==> config.mk <==
export PLATFORM = sky130hd
export DESIGN_NAME = disp_channel_sequencer_flat
export DESIGN_NICKNAME = d
export VERILOG_FILES = /design/src/rtl/disp_channel_sequencer_pkg.sv /design/src/rtl/disp_channel_sequencer_if.sv /design/src/rtl/disp_channel_sequencer_btn_debounce.sv /design/src/rtl/disp_channel_sequencer.sv /design/src/flat_wrapper.sv
export SDC_FILE = /design/constraint.sdc
export NUM_CORES = 1
export LEC_CHECK = 0
export BUFFER_PORTS_ARGS = -buffer_cell sky130_fd_sc_hd__clkbuf_2
export CORE_AREA = 2 2 83 93
export DETAILED_ROUTE_END_ITERATION = 7
export DIE_AREA = 0 0 85 95
export PLACE_DENSITY = 0.67
export SLEW_MARGIN = 20
export SYNTH_ARGS = -nofsm -noshare
export SYNTH_HDL_FRONTEND = slang
export SYNTH_SLANG_ARGS = --single-unit
==> constraint.sdc <==
create_clock -name clk -period 5.4 [get_ports clk]
set_clock_uncertainty 0.15 [all_clocks]
set_input_delay 0 -clock clk [delete_from_list [all_inputs] [get_ports clk]]
set_output_delay 0 -clock clk [all_outputs]
set_load 0.005 [all_outputs]
==> src/rtl/disp_channel_sequencer_pkg.sv <==
// ============================================================================
// Module   : disp_pkg
// Purpose  : Shared types and default constants for the display channel
//            sequencer and its button debouncer.
// Contents : deb_state_t   - debouncer FSM states
//            NCH_MAX       - upper bound on observed channels
//            *_50M         - default cycle counts for a 50 MHz clock
// Revision : 1.0 - initial release
// ============================================================================
`default_nettype none

package disp_pkg;

  localparam int NCH_MAX         = 16;
  localparam int DEB_CYCLES_50M  = 1_000_000;   // 20 ms at 50 MHz
  localparam int AUTO_CYCLES_50M = 50_000_000;  // 1 s at 50 MHz

  typedef enum logic [1:0] {
    IDLE         = 2'd0,
    PRESS_WAIT   = 2'd1,
    PRESSED      = 2'd2,
    RELEASE_WAIT = 2'd3
  } deb_state_t;

endpackage : disp_pkg

`default_nettype wire

==> src/rtl/disp_channel_sequencer_if.sv <==
// ============================================================================
// Module   : disp_channel_sequencer_if
// Purpose  : Board-side bundle of the channel sequencer: button/switch
//            inputs, observed channel bus and the display-stage outputs.
// Signals  : btn_next_n  raw active-low push-button
//            auto_en     auto-advance enable switch
//            freeze      snapshot-hold switch
//            ch_data     NCH packed 8-bit channel values
//            num         selected value to the display stage
//            letter      selected channel index to the display stage
//            adv_pulse   one-cycle pulse on every channel advance
// Modports : master - drives inputs, observes outputs (board / bench)
//            slave  - the sequencer
// Revision : 1.0 - initial release
// ============================================================================
`default_nettype none

interface disp_channel_sequencer_if #(
  parameter int NCH = 4
) ();
  import disp_pkg::*;

  logic             btn_next_n;
  logic             auto_en;
  logic             freeze;
  logic [NCH*8-1:0] ch_data;
  logic [7:0]       num;
  logic [3:0]       letter;
  logic             adv_pulse;

  modport master (
    output btn_next_n, auto_en, freeze, ch_data,
    input  num, letter, adv_pulse
  );

  modport slave (
    input  btn_next_n, auto_en, freeze, ch_data,
    output num, letter, adv_pulse
  );

endinterface : disp_channel_sequencer_if

`default_nettype wire

==> src/rtl/disp_channel_sequencer_btn_debounce.sv <==
// ============================================================================
// Module   : btn_debounce
// Purpose  : Synchronizes a raw active-low push-button and debounces it,
//            emitting exactly one press event per physical press. Holding
//            the button never repeats the event.
// Ports    : clk         system clock, rising edge
//            reset       asynchronous active-high reset
//            i_btn_n     raw button, active-low, asynchronous to clk
//            o_press_evt one-cycle pulse when a press is accepted
// Revision : 1.0 - initial release
// ============================================================================
`default_nettype none

module btn_debounce
  import disp_pkg::*;
#(
  parameter int DEB_CYCLES = DEB_CYCLES_50M
) (
  input  logic clk,
  input  logic reset,
  input  logic i_btn_n,
  output logic o_press_evt
);

  localparam int              c_cnt_w    = (DEB_CYCLES > 1) ? $clog2(DEB_CYCLES) : 1;
  localparam logic [c_cnt_w-1:0] c_cnt_last = c_cnt_w'(DEB_CYCLES - 1);

  // Synchronizer flops reset to 1 so the button reads as released.
  logic               r_sync1;
  logic               r_sync2;
  logic               w_btn;
  deb_state_t         r_state;
  deb_state_t         w_state_nxt;
  logic [c_cnt_w-1:0] r_cnt;
  logic [c_cnt_w-1:0] w_cnt_nxt;

  assign w_btn = ~r_sync2;

  always_ff @(posedge clk or posedge reset) begin
    if (reset) begin
      r_sync1 <= 1'b1;
      r_sync2 <= 1'b1;
      r_state <= IDLE;
      r_cnt   <= '0;
    end else begin
      r_sync1 <= i_btn_n;
      r_sync2 <= r_sync1;
      r_state <= w_state_nxt;
      r_cnt   <= w_cnt_nxt;
    end
  end

  always_comb begin
    w_state_nxt = r_state;
    w_cnt_nxt   = r_cnt;
    o_press_evt = 1'b0;
    case (r_state)
      IDLE: begin
        if (w_btn) begin
          w_cnt_nxt   = '0;
          w_state_nxt = PRESS_WAIT;
        end
      end
      PRESS_WAIT: begin
        if (!w_btn) begin
          w_state_nxt = IDLE;
        end else if (r_cnt == c_cnt_last) begin
          // Event fires on the accepting transition only, so a held
          // button sits in PRESSED without further events.
          w_state_nxt = PRESSED;
          o_press_evt = 1'b1;
        end else begin
          w_cnt_nxt = r_cnt + c_cnt_w'(1);
        end
      end
      PRESSED: begin
        if (!w_btn) begin
          w_cnt_nxt   = '0;
          w_state_nxt = RELEASE_WAIT;
        end
      end
      RELEASE_WAIT: begin
        // A bounce back to pressed is not a new press.
        if (w_btn) begin
          w_state_nxt = PRESSED;
        end else if (r_cnt == c_cnt_last) begin
          w_state_nxt = IDLE;
        end else begin
          w_cnt_nxt = r_cnt + c_cnt_w'(1);
        end
      end
      default: begin
        w_state_nxt = IDLE;
      end
    endcase
  end

endmodule : btn_debounce

`default_nettype wire

==> src/rtl/disp_channel_sequencer.sv <==
// ============================================================================
// Module   : disp_channel_sequencer
// Purpose  : Upstream feeder for the 7-segment display stage. Selects one of
//            NCH 8-bit observation channels by debounced push-button or an
//            auto-scroll timer, with an optional freeze of the shown value.
// Ports    : clk    system clock, rising edge
//            reset  asynchronous active-high reset
//            bus    disp_channel_sequencer_if.slave
//                   (btn_next_n, auto_en, freeze, ch_data in;
//                    num, letter, adv_pulse out)
// Revision : 1.0 - initial release
// ============================================================================
`default_nettype none

module disp_channel_sequencer
  import disp_pkg::*;
#(
  parameter int NCH         = 4,
  parameter int DEB_CYCLES  = DEB_CYCLES_50M,
  parameter int AUTO_CYCLES = AUTO_CYCLES_50M
) (
  input  logic                     clk,
  input  logic                     reset,
  disp_channel_sequencer_if.slave  bus
);

  localparam int c_idx_w = (NCH > 1) ? $clog2(NCH) : 1;
  localparam int c_tmr_w = (AUTO_CYCLES > 1) ? $clog2(AUTO_CYCLES) : 1;
  localparam logic [c_idx_w-1:0] c_idx_last = c_idx_w'(NCH - 1);
  localparam logic [c_tmr_w-1:0] c_tmr_last = c_tmr_w'(AUTO_CYCLES - 1);

  logic               w_press_evt;
  logic               w_auto_tick;
  logic               w_adv;
  logic [c_idx_w-1:0] r_index;
  logic [c_idx_w-1:0] w_index_nxt;
  logic [c_tmr_w-1:0] r_timer;
  logic [7:0]         r_num;
  logic [3:0]         r_letter;
  logic               r_adv_pulse;
  logic [7:0]         w_ch [NCH];

  for (genvar k = 0; k < NCH; k++) begin : g_ch_slice
    assign w_ch[k] = bus.ch_data[8*k +: 8];
  end

  btn_debounce #(
    .DEB_CYCLES (DEB_CYCLES)
  ) u_btn_next (
    .clk         (clk),
    .reset       (reset),
    .i_btn_n     (bus.btn_next_n),
    .o_press_evt (w_press_evt)
  );

  // A press and a tick in the same cycle merge into a single advance.
  assign w_auto_tick = bus.auto_en && (r_timer == c_tmr_last);
  assign w_adv       = w_press_evt | w_auto_tick;

  always_comb begin
    w_index_nxt = r_index;
    if (w_adv) begin
      w_index_nxt = (r_index == c_idx_last) ? '0 : r_index + c_idx_w'(1);
    end
  end

  // Any advance (including a press) restarts the auto interval, so the
  // next tick is always a full period after the last advance.
  always_ff @(posedge clk or posedge reset) begin
    if (reset) begin
      r_timer <= '0;
    end else if (!bus.auto_en || w_adv) begin
      r_timer <= '0;
    end else begin
      r_timer <= r_timer + c_tmr_w'(1);
    end
  end

  // letter is loaded from the next index so it lines up with adv_pulse;
  // num samples the current index and therefore trails letter by a cycle.
  // While frozen, the cycle after an advance still loads the new channel
  // once so the shown value matches the shown letter.
  always_ff @(posedge clk or posedge reset) begin
    if (reset) begin
      r_index     <= '0;
      r_letter    <= 4'h0;
      r_adv_pulse <= 1'b0;
      r_num       <= 8'h00;
    end else begin
      r_index     <= w_index_nxt;
      r_letter    <= 4'(w_index_nxt);
      r_adv_pulse <= w_adv;
      if (!bus.freeze || r_adv_pulse) begin
        r_num <= w_ch[r_index];
      end
    end
  end

  assign bus.num       = r_num;
  assign bus.letter    = r_letter;
  assign bus.adv_pulse = r_adv_pulse;

endmodule : disp_channel_sequencer

`default_nettype wire

==> src/flat_wrapper.sv <==
// flat-port wrapper written by rule: the top's interface ports become plain ports
module disp_channel_sequencer_flat import disp_pkg::*;
#(
  parameter int NCH         = 4,
  parameter int DEB_CYCLES  = DEB_CYCLES_50M,
  parameter int AUTO_CYCLES = AUTO_CYCLES_50M
)
  (clk, reset, bus_btn_next_n, bus_auto_en, bus_freeze, bus_ch_data, bus_num, bus_letter, bus_adv_pulse);
  disp_channel_sequencer_if #(.NCH(NCH)) bus_i ();
  input  logic clk;
  input  logic reset;
  input wire logic [$bits(bus_i.btn_next_n)-1:0] bus_btn_next_n;
  input wire logic [$bits(bus_i.auto_en)-1:0] bus_auto_en;
  input wire logic [$bits(bus_i.freeze)-1:0] bus_freeze;
  input wire logic [$bits(bus_i.ch_data)-1:0] bus_ch_data;
  output wire logic [$bits(bus_i.num)-1:0] bus_num;
  output wire logic [$bits(bus_i.letter)-1:0] bus_letter;
  output wire logic [$bits(bus_i.adv_pulse)-1:0] bus_adv_pulse;
  assign bus_i.btn_next_n = bus_btn_next_n;
  assign bus_i.auto_en = bus_auto_en;
  assign bus_i.freeze = bus_freeze;
  assign bus_i.ch_data = bus_ch_data;
  assign bus_num = bus_i.num;
  assign bus_letter = bus_i.letter;
  assign bus_adv_pulse = bus_i.adv_pulse;
  disp_channel_sequencer #(.NCH(NCH), .DEB_CYCLES(DEB_CYCLES), .AUTO_CYCLES(AUTO_CYCLES)) u_core (.clk(clk), .reset(reset), .bus(bus_i));
endmodule
== Yosys cells after proc, flatten, opt, wreduce, memory -nomap -nowiden ==
Index checks and enable logic that the tools add are counted.

* Flip-flop bits (word level): 61
* Bits of input ports: 37
* Output and inout port bits: 13
* Logic and storage cells: 55

* $add $sub $neg: 3
* Order comparisons: 1
* Equal/unequal tests: 12
* Mux-type cells: 21
* Bitwise gates (word level): 2
* Reductions and logical operators: 8

{| class="wikitable"
|+ Operators by type and width
! cell !! count
|-
| $mux 20 || 5
|-
| $pmux 20 s4 || 1
|-
| $add 26x1->26 const B || 1
|-
| $eq 26x26->1 const B || 1
|-
| $mux 26 || 1
|-
| $add 20x1->20 const B || 1
|-
| $eq 20x20->1 const B || 1
|-
| $bmux 8 s2 || 1
|-
| $mux 8 || 2
|-
| $mux 2 || 7
|-
| $ne 2x2->1 const B || 4
|-
| $pmux 2 s4 || 1
|-
| $reduce_and 4->1 || 2
|-
| $eq 2x2->1 const B || 3
|-
| $ne 3x3->1 const B || 2
|-
| $ge 3x3->1 const B || 1
|-
| $mux 1 || 3
|-
| $not 2->3 || 1
|-
| $add 2x1->2 const B || 1
|-
| $eq 2x1->1 const B || 1
|-
| $logic_not 1->1 || 2
|-
| $logic_not 2->1 || 1
|-
| $logic_or 1x1->1 || 2
|-
| $logic_and 1x1->1 || 1
|-
| $or 1x1->1 || 1
|}

== Logic depth before layout (Yosys ltp) ==
* Depth in word-level cells: 7
* Mapped depth: 7
* Gate-level depth less buffers: 6

== Modules after synthesis ==
A second synthesis with hierarchy kept.

* Cells, all modules: 321
* Area, all modules: 3,316.9 sq um

{| class="wikitable"
|+ Modules (own cells, without submodules)
! module !! instances !! cells an instance !! area an instance (sq um) !! sequential area each (sq um)
|-
| disp_channel_sequencer || 1 || 180 || 2,004.4 || 925.9
|-
| btn_debounce || 1 || 141 || 1,312.5 || 603.1
|}

== Worst setup path before layout ==
No wires, ideal clock.

* Kind: register to register
* From: register u_core.u_btn_next.r_cnt[12]
* To: register u_core.u_btn_next.r_cnt[2]
* Setup time: 0.118 ns
* Data arrival time: 1.835 ns
* Required time: 5.132 ns
* Setup slack: 3.297 ns
* Cell stages (with the launch flop): 6
* Path buffers: 0
* Clock period less this slack: 2.103 ns
* Path through: dfrtp_1 -> or4b_4 -> nor4b_4 -> a21oi_2 -> and4b_1 -> a21o_1

* Cells in the longest elaborated chain, start to end: 4
* Elaborated cells between the ends (all ways): 5
* Classes of those cells: 1 x eq/ne; 4 x mux

{| class="wikitable"
|+ RTL lines
! item !! line !! text
|-
| start, declared || disp_channel_sequencer_btn_debounce.sv:34 || <nowiki>logic [c_cnt_w-1:0] r_cnt;</nowiki>
|-
| start signal, assigned || disp_channel_sequencer_btn_debounce.sv:49 || <nowiki>r_cnt <= w_cnt_nxt;</nowiki>
|-
| $eq 20x20->1 * || disp_channel_sequencer_btn_debounce.sv:67, disp_channel_sequencer_btn_debounce.sv:86 ||
|-
| $mux 20 * || n/a ||
|-
| $mux 20 (on tied branches) || n/a ||
|-
| $pmux 20 s4 * || n/a ||
|}

Mark *: on every way between the ends. The rest lies on a longest branch, timed or not. The select of a mux whose other input is x is not followed.
A chain may end at the register's enable or synchronous reset.

== Worst setup path in the final report ==
* From: register u_core.u_btn_next.r_cnt[12]
* To: register u_core.r_timer[3]

* Cells in the longest elaborated chain, start to end: 7

{| class="wikitable"
|+ RTL lines
! item !! line !! text
|-
| $eq 20x20->1 || disp_channel_sequencer_btn_debounce.sv:67 || <nowiki>end else if (r_cnt == c_cnt_last) begin</nowiki>
|-
| $mux 1 || disp_channel_sequencer_btn_debounce.sv:67 ||
|-
| $mux 1 || disp_channel_sequencer_btn_debounce.sv:65 || <nowiki>if (!w_btn) begin</nowiki>
|-
| $mux 1 || disp_channel_sequencer_btn_debounce.sv:57 || <nowiki>case (r_state)</nowiki>
|-
| $or 1x1->1 || disp_channel_sequencer.sv:58 || <nowiki>assign w_adv = w_press_evt | w_auto_tick;</nowiki>
|-
| $logic_or 1x1->1 || disp_channel_sequencer.sv:72 || <nowiki>end else if (!bus.auto_en || w_adv) begin</nowiki>
|-
| $mux 26 || disp_channel_sequencer.sv:72 ||
|-
| end signal, assigned || disp_channel_sequencer.sv:75 || <nowiki>r_timer <= r_timer + c_tmr_w'(1);</nowiki>
|-
| end, declared || disp_channel_sequencer.sv:37 || <nowiki>logic [c_tmr_w-1:0] r_timer;</nowiki>
|}

Every way passes these cells.

==> results.md <==
- Die area: 8080 µm²
- Ys async rst share: 1.00
- Switch Pwr: 0.215 mW
- Hold Crit Class: input pin to flop
- Hold_ws: 0.143 ns
- Yosys top cell area share: 0.470
- Synth top area cells: dfrtp_1 (47%), nor2_1 (6.3%), xor2_1 (6.1%), mux4_2 (5.7%), xnor2_1 (4.7%)
- Worst reg-to-reg setup slack: 2.98 ns
- Die Ht: 95 µm
- Critical R2R Launch: u_core.u_btn_next.r_cnt[12]$_DFFE_PP0P_
- Switching Fraction: 0.236
- Multi-input gate area: 1530 µm²
- Clock latency on the worst-skew pair: 0.34 ns
- Outcome: completed
- CTS tree: built
- Fin cells: 459
- Count of input and output buffers: 47
- DR WL/cell: 14.0 µm
- Dominant synthesized flop cell: dfrtp_1
- Final worst path period need: 2.42 ns
- Crit path max fanout: 25
- TritonCTS sink count: 61
- Pwr Total: 0.910 mW
- Reg-to-Reg End: u_core.r_timer[3]$_DFF_PP0_
- Maximum VDD drop: 0.000173 V
- Mapped Avg Cell Area: 10.6 µm²
- H-Tree Depth: 3
- Sequential area share after synthesis: 0.486
- Chip width: 85 µm
- Largest net degree at the start of global routing: 62
- Register area: 1530 µm²
- Ant diodes: 0
- Number of routed nets with antenna violations: 0
- Grt ovf: 0
- #FFs+latches synth: 61
- Worst Setup SP: u_core.u_btn_next.r_cnt[12]$_DFFE_PP0P_
- Fin Setup TNS: 0 ns
- Startpoint types: flop
- TritonCTS Buffers: 9
- Number of post-CTS setup repair buffers: 0
- Layout Nets: 407
- Initial core utilization: 0.435
- Clock-pin slew on the worst setup and hold paths: 0.07 ns
- CTS hold repair buffers: 19
- Clock Power Share: 0.400
- CTS Root Cell: clkbuf_8
- Crit Path Class: flop to flop
- Pre-CTS setup slack: 2.96 ns
- Synth-to-layout area growth: 21.2%
- Syn Inst Count: 297
- Clk buf depth: 2
- Synth Warn #: 0
- Via count: 2393
- Power Density: 239 nW/µm²
- Yosys top cell by area: dfrtp_1
- Flop pwr share: 0.525
- CP endpoint kind: flop
- Max Clk Rate: 0.413 GHz
- Layout cell share with drive strength beyond 1: 0.255
- Final GP Congestion: 0.782
- Yosys cell types: 46
- Finished Cell Area: 3810 µm²
- Total Routed Length: 6.41 mm
- Number of global-route vias before repair: 2411
- Placed cell count: 424
- First-pass GRT wire length: 10.7 mm
- Area after DPL: 3440 µm²
- Tcrit/Tclk final: 0.449
- Number of max-cap violations: 0
- CTS resizes: 0
- HPWL Detailed: 4.28 mm
- Vias per inst: 5.21
- Leakage power: 1.68 nW
- Combinational Power Share: 0.075
- Core Box Area: 7230 µm²
- Site Rows: 33
- Critical Path Sink: u_core.r_timer[3]$_DFF_PP0_
- Final Max Slew Viols: 0
- RSZ-0062 raised after global routing: false
- Crit path DAT: 2.48 ns
- Drt drc: 0
- Internal cell power: 0.695 mW
- Worst Tran Pin Value: 0.762 ns
- Worst setup margin: 2.98 ns
- Number of synthesized flops with an enable pin: 0
- I/O pin count: 50
- Filler cells: 644
- Final setup vio count: 0
- Critical Path RT: 5.45 ns
- Layout Utilization: 0.527
- Initial detailed-routing violation count: 130
- First drt pass iteration count: 4
- Initial antenna violation count: 0
- Worst R2R Path Depth: 5
- Worst rel slew slack: 0.488
- GR Util All Layers: 0.167
- Synth Cell Area: 3140 µm²
- Hold Fails Final Rpt: 0
## state kept, by name, summed over array words and instances (netlist names), named ones only
register	flops
u_core.u_btn_next.r_sync2	1
u_core.u_btn_next.r_cnt	20
u_core.bus.adv_pulse	1
u_core.bus.num	8
u_core.bus.letter	2
u_core.u_btn_next.r_sync1	1
u_core.u_btn_next.r_state	1
u_core.r_timer	26
## logic make-up (layout without fill, tap and decap cells)
kind of cell / count (synthesis) / in the layout / synth area share
simple gates: 139 / 139 / 0.234
flops: 61 / 61 / 0.486
xor+xnor: 39 / 39 / 0.109
mux: 19 / 19 / 0.0963
compound gates: 18 / 18 / 0.0338
buf+inv: 17 / 91 / 0.0279
fa+ha+maj: 3 / 3 / 0.0119
other cells: 1 / 2 / 0.00119
## power by group through the flow
stage                     combinational (mW)  clock, mW  sequential [mW]
after floorplan                       0.0344          0            0.485
after global placement                0.0575          0            0.486
after detailed placement              0.0590          0            0.486
after CTS                             0.0696      0.376            0.478
after global routing                  0.0769      0.399            0.479
final                                 0.0683      0.364            0.478
## cells in the final DEF, fill, tap and decap left out, types with 8 or more instances in the layout
master          n
nand3_1        21
xor2_1         22
mux2_2         10
xnor2_1        17
clkbuf_8       11
mux4_2          8
clkbuf_2       47
nand2_1        16
dlygate4sd3_1  19
nor2_1         53
dfrtp_1        59
nand4_1        13
## worst max-delay path, stage by stage (launching register included)
cell     delay (ns)
dfrtp_1        0.41
or4b_4         0.56
nor4b_4        0.45
nand4_2        0.21
nand3_2        0.40
nor2_1         0.11
## worst min-delay path by stage
stage	from	endpoint	cells past startpoint
4_1_cts	bus_freeze	u_core.bus.num[6]$_DFFE_PP0P_	3
3_3_place_gp	bus_btn_next_n	u_core.u_btn_next.r_sync1$_DFF_PP1_	1
2_1_floorplan	bus_btn_next_n	u_core.u_btn_next.r_sync1$_DFF_PP1_	0
5_1_grt	bus_btn_next_n	u_core.u_btn_next.r_sync1$_DFF_PP1_	2
6_report	bus_freeze	u_core.bus.num[6]$_DFFE_PP0P_	3
3_5_place_dp	bus_btn_next_n	u_core.u_btn_next.r_sync1$_DFF_PP1_	1
## cells in the mapped netlist (all sizes together) (2+ instances only)
cell type	number
nor2	54
a21oi	8
or3	3
xor2	22
nor4	5
xnor2	17
dfrtp	59
ha	3
nand2	16
nor3	7
clkbuf	3
and3	6
nand3	22
mux2	10
nand4	14
o21ai	6
buf	6
and4	2
inv	8
mux4	8
dfstp	2
## cell type report
type	instances	area share
Multi-Input combinational cell	220	0.402
Sequential cell	61	0.401
Timing Repair Buffer	67	0.114
Clock buffer	12	0.0407
Tap cell	87	0.0286
Inverter	8	0.00788
Clock inverter	4	0.00591
## per-layer routing
layer / vias up / part of all wire / track usage
met2: 34 / 0.52 / 0.292
met1: 1168 / 0.42 / 0.194
met5: - / 0 / 0
met4: 0 / 0.016 / 0.0714
li1: 1181 / - / -
met3: 10 / 0.035 / 0.0437
Note: power is estimated with default switching activity, not from simulation.
